<file path="src/rtl/glip_sat_counter.sv">
// ============================================================================
// Module      : glip_sat_counter
// Description : Up-counter that sticks at all-ones; synchronous clear has
//               priority over increment.
// Revision    : 1.0 - initial release
// ============================================================================
`default_nettype none

module glip_sat_counter #(
  parameter int WIDTH = 16
) (
  input  logic             clk,
  input  logic             rst,
  input  logic             clr_i,
  input  logic             inc_i,
  output logic [WIDTH-1:0] count_o
);

  logic [WIDTH-1:0] count_q;

  // Clear wins; otherwise count up until every bit is set, then hold.
  always_ff @(posedge clk or posedge rst) begin
    if (rst) begin
      count_q <= '0;
    end else if (clr_i) begin
      count_q <= '0;
    end else if (inc_i && (count_q != {WIDTH{1'b1}})) begin
      count_q <= count_q + 1'b1;
    end
  end

  assign count_o = count_q;

endmodule : glip_sat_counter

`default_nettype wire

</file>
<file path="config.mk">
export PLATFORM = sky130hd
export DESIGN_NAME = glip_sat_counter
export DESIGN_NICKNAME = d
export VERILOG_FILES = /design/src/rtl/glip_sat_counter.sv
export SDC_FILE = /design/constraint.sdc
export NUM_CORES = 1
export LEC_CHECK = 0
export ABC_AREA = 1
export CORE_UTILIZATION = 51
export CTS_CLUSTER_SIZE = 25
export DETAILED_ROUTE_END_ITERATION = 7
export GPL_ROUTABILITY_DRIVEN = 0
export PLACE_DENSITY_LB_ADDON = 0.3
export SYNTH_ARGS = -nofsm -noshare
export SYNTH_HDL_FRONTEND = slang
export SYNTH_SLANG_ARGS = --single-unit
export TNS_END_PERCENT = 100
</file>
<file path="constraint.sdc">
create_clock -name clk -period 1.9 [get_ports clk]
set_input_delay 0.19 -clock clk [delete_from_list [all_inputs] [get_ports clk]]
set_output_delay 0.19 -clock clk [all_outputs]
set_load 0.01 [all_outputs]
</file>
==> run_results.csv <==
group,metric,value,unit
finish,final_design_area_no_fill,0.00135,mm2
clock_tree,cts_resized,0,
die,die-area,0.00231,mm2
timing,finalSetupViolCount,0,
synthesis,yosysTopAreaCellShare,37.0,%
clock_tree,root_buffer,"clkbuf_4",
clock_tree,cts.clk_slew.worst_paths,0.09,ns
placement,hpwl,1860,um
timing,hold_viol,0,
synthesis,syn_nets,164,
critical_path,critPathCaptureType,"flop",
critical_path,critPathArrivalTime,1.89,ns
clock_tree,cts_tree,"built",
global_route,grt_usage,25.4,%
timing,relSlewSlack,59.3,%
die,io_pins,20,
global_route,grt_pass1_vias,913,
timing,clock_skew,0.00201,ns
clock_tree,clk_path_buf_depth,2,
finish,diodes,0,
clock_tree,htreeDepth,1,
clock_tree,cts_setup_buffers,0,
global_route,antenna_found_initial,0,
timing,timing.final.ws_setup,0.196,ns
synthesis,syn_area,0.00108,mm2
finish,largest_register_ffs,16,
run_status,status,"finished clean",
synthesis,synth.top_cells.by_area,"dfrtp_1 37%, nand2_1 22%, nand4_1 6.4%",
synthesis,synth.yosys.seq_area_share,37.0,%
global_route,globalRouteOverflowTotal,0,
pwr,max-vdd-ir-drop,0.000425,V
synthesis,synthDistinctLibCells,24,
timing,worst_pin_slew,0.610,ns
drt,vias_per_cell,5.18,
run,cap_violations,0,
timing,finalCritPeriodShare,89.7,%
clock_tree,clkSinkCount,16,
timing,rsz0062_at_grt,"no",
finish,area_growth,24.2,%
timing,drv_slew,0,
synthesis,ys_warn_count,0,
placement,placedInstanceArea,0.00129,mm2
timing,period_minus_slack,1.70,ns
drt,wl_per_cell,11.8,um
synthesis,syn_avg_cell_area,6.81,um2
timing,setup_tns,0,ns
finish,drive_above_1_share,8.79,%
global_route,grt_first_pass_wirelength,3940,um
pwr,power_density,468,mW/mm2
drt,wirelength,2460,um
die,row_count,16,
global_route,grt_max_degree,17,
drt,drtIter0Drc,17,
die,die_w,48.1,um
die,die_y,48.1,um
die,initial_utilization,54.7,%
placement,dp_slack,0.197,ns
critical_path,start_kind,"flop",
clock_tree,clk_latency,0.29,ns
drt,firstDrtPassIters,4,
drt,drc,0,
placement,io_buffers,19,
synthesis,synth_area_leader_cell,"dfrtp_1",
synthesis,synth-seq-cells,16,
timing,hold_ws,0.261,ns
hold_path,hold_path.class,"primary input to async pin",
pwr,total_power,630,uW
critical_path,worstPathMaxFanout,8,
timing,timing.fmax,587,MHz
drt,via_count,1083,
clock_tree,numCtsBuffers,3,
clock_tree,cts_hold_buffers,0,
finish,nNetsFinal,188,
drt,ant_nets,0,
pwr,leakage,0.681,nW
synthesis,synth_cells,159,
critical_path,crit_required,2.09,ns
critical_path,setup.worst_path.class,"flop to flop",
die,coreArea,0.00198,mm2
## cells in the mapped netlist
library cell  number
nor3_1             1
clkinv_1           1
nor2_1            16
nand2_1           64
nor2_4             3
buf_1              1
nor2_8             1
buf_2              1
buf_6              1
nand3b_1           2
o21ai_0            1
inv_2              1
inv_1             16
o21ai_1            1
a21oi_1            1
nand2_2            1
nand2_4            1
xnor2_1            2
nand3_1           12
ha_1               1
dfrtp_1           16
nor2_2             2
nand4_1           11
xor2_1             2
## layout make-up
class,instances,area [um2]
tap,27,33.8
fill,161,636
inverter,18,67.6
sequential,16,400
clock buffer,4,36.3
timing repair buffer,22,213
multi-input combinational,122,596
## kinds of logic (layout without fill, tap and decap cells)
| group | Yosys count | after routing | share of synthesized area, % |
|---|---|---|---|
| AND/OR/NAND/NOR | 114 | 114 | 49.2 |
| buffers and inverters | 21 | 44 | 8.08 |
| flip-flops | 16 | 16 | 37.0 |
| XOR/XNOR | 4 | 4 | 3.23 |
| AO/OA/AOI/OAI | 3 | 3 | 1.38 |
| adder cells (fa/ha/maj) | 1 | 1 | 1.15 |
## cell usage in the layout (no fill, tap or decap), types with 2 or more instances in the layout
cell type         n
buf_4             3
xor2_1            2
xnor2_1           2
dfrtp_1          16
nand3_1          12
clkbuf_4          3
nand4_1          11
nand2_1          64
inv_1            16
clkdlybuf4s50_1  19
nand3b_1          2
nor2_4            3
nor2_1           16
nor2_2            2
## report_power, final
| part | switching, mW | internal, mW | leakage, nW |
|---|---|---|---|
| clock | 0.107 | 0.117 | 0.0210 |
| combinational | 0.0343 | 0.0230 | 0.438 |
| sequential | 0.00502 | 0.344 | 0.222 |
## critical path, stage by stage, from the launching register on
cell     delay, ns
dfrtp_1       0.43
ha_1          0.25
nand2_2       0.12
nor2_8        0.06
nand2_4       0.08
nor2_4        0.05
nor2_2        0.24
nor2_4        0.07
buf_4         0.17
nand2_1       0.07
nand2_1       0.05
## metal layers
metal	vias to the layer above	wire, um	GRT usage (%)
met3	7	97	5.19
met4	0	71	15.6
met5	-	0	0
met2	32	1100	36.2
met1	491	1200	35.0
li1	553	-	-
## worst paths after layout
check,startpoint,to,slack (ns),depth (start not counted)
worst max-delay path,count_o[0],count_o[12],0.20,10
worst max register to register,count_o[0],count_o[12],0.20,10
max in group asynchronous,rst,count_o[15],1.25,2
min in group clk,count_o[9],count_o[9],0.56,2
worst min register to register,count_o[9],count_o[9],0.56,2
worst min-delay path,rst,count_o[5],0.26,2
## per-stage QoR
step / utilization, % / instances
after detailed placement: 65.3 / 203
after global routing: 67.9 / 209
after CTS: 67.2 / 207
after floorplan: - / 159
after global placement: 65.3 / 203
final: 67.9 / 209
Note: power is estimated with default switching activity, not from simulation.
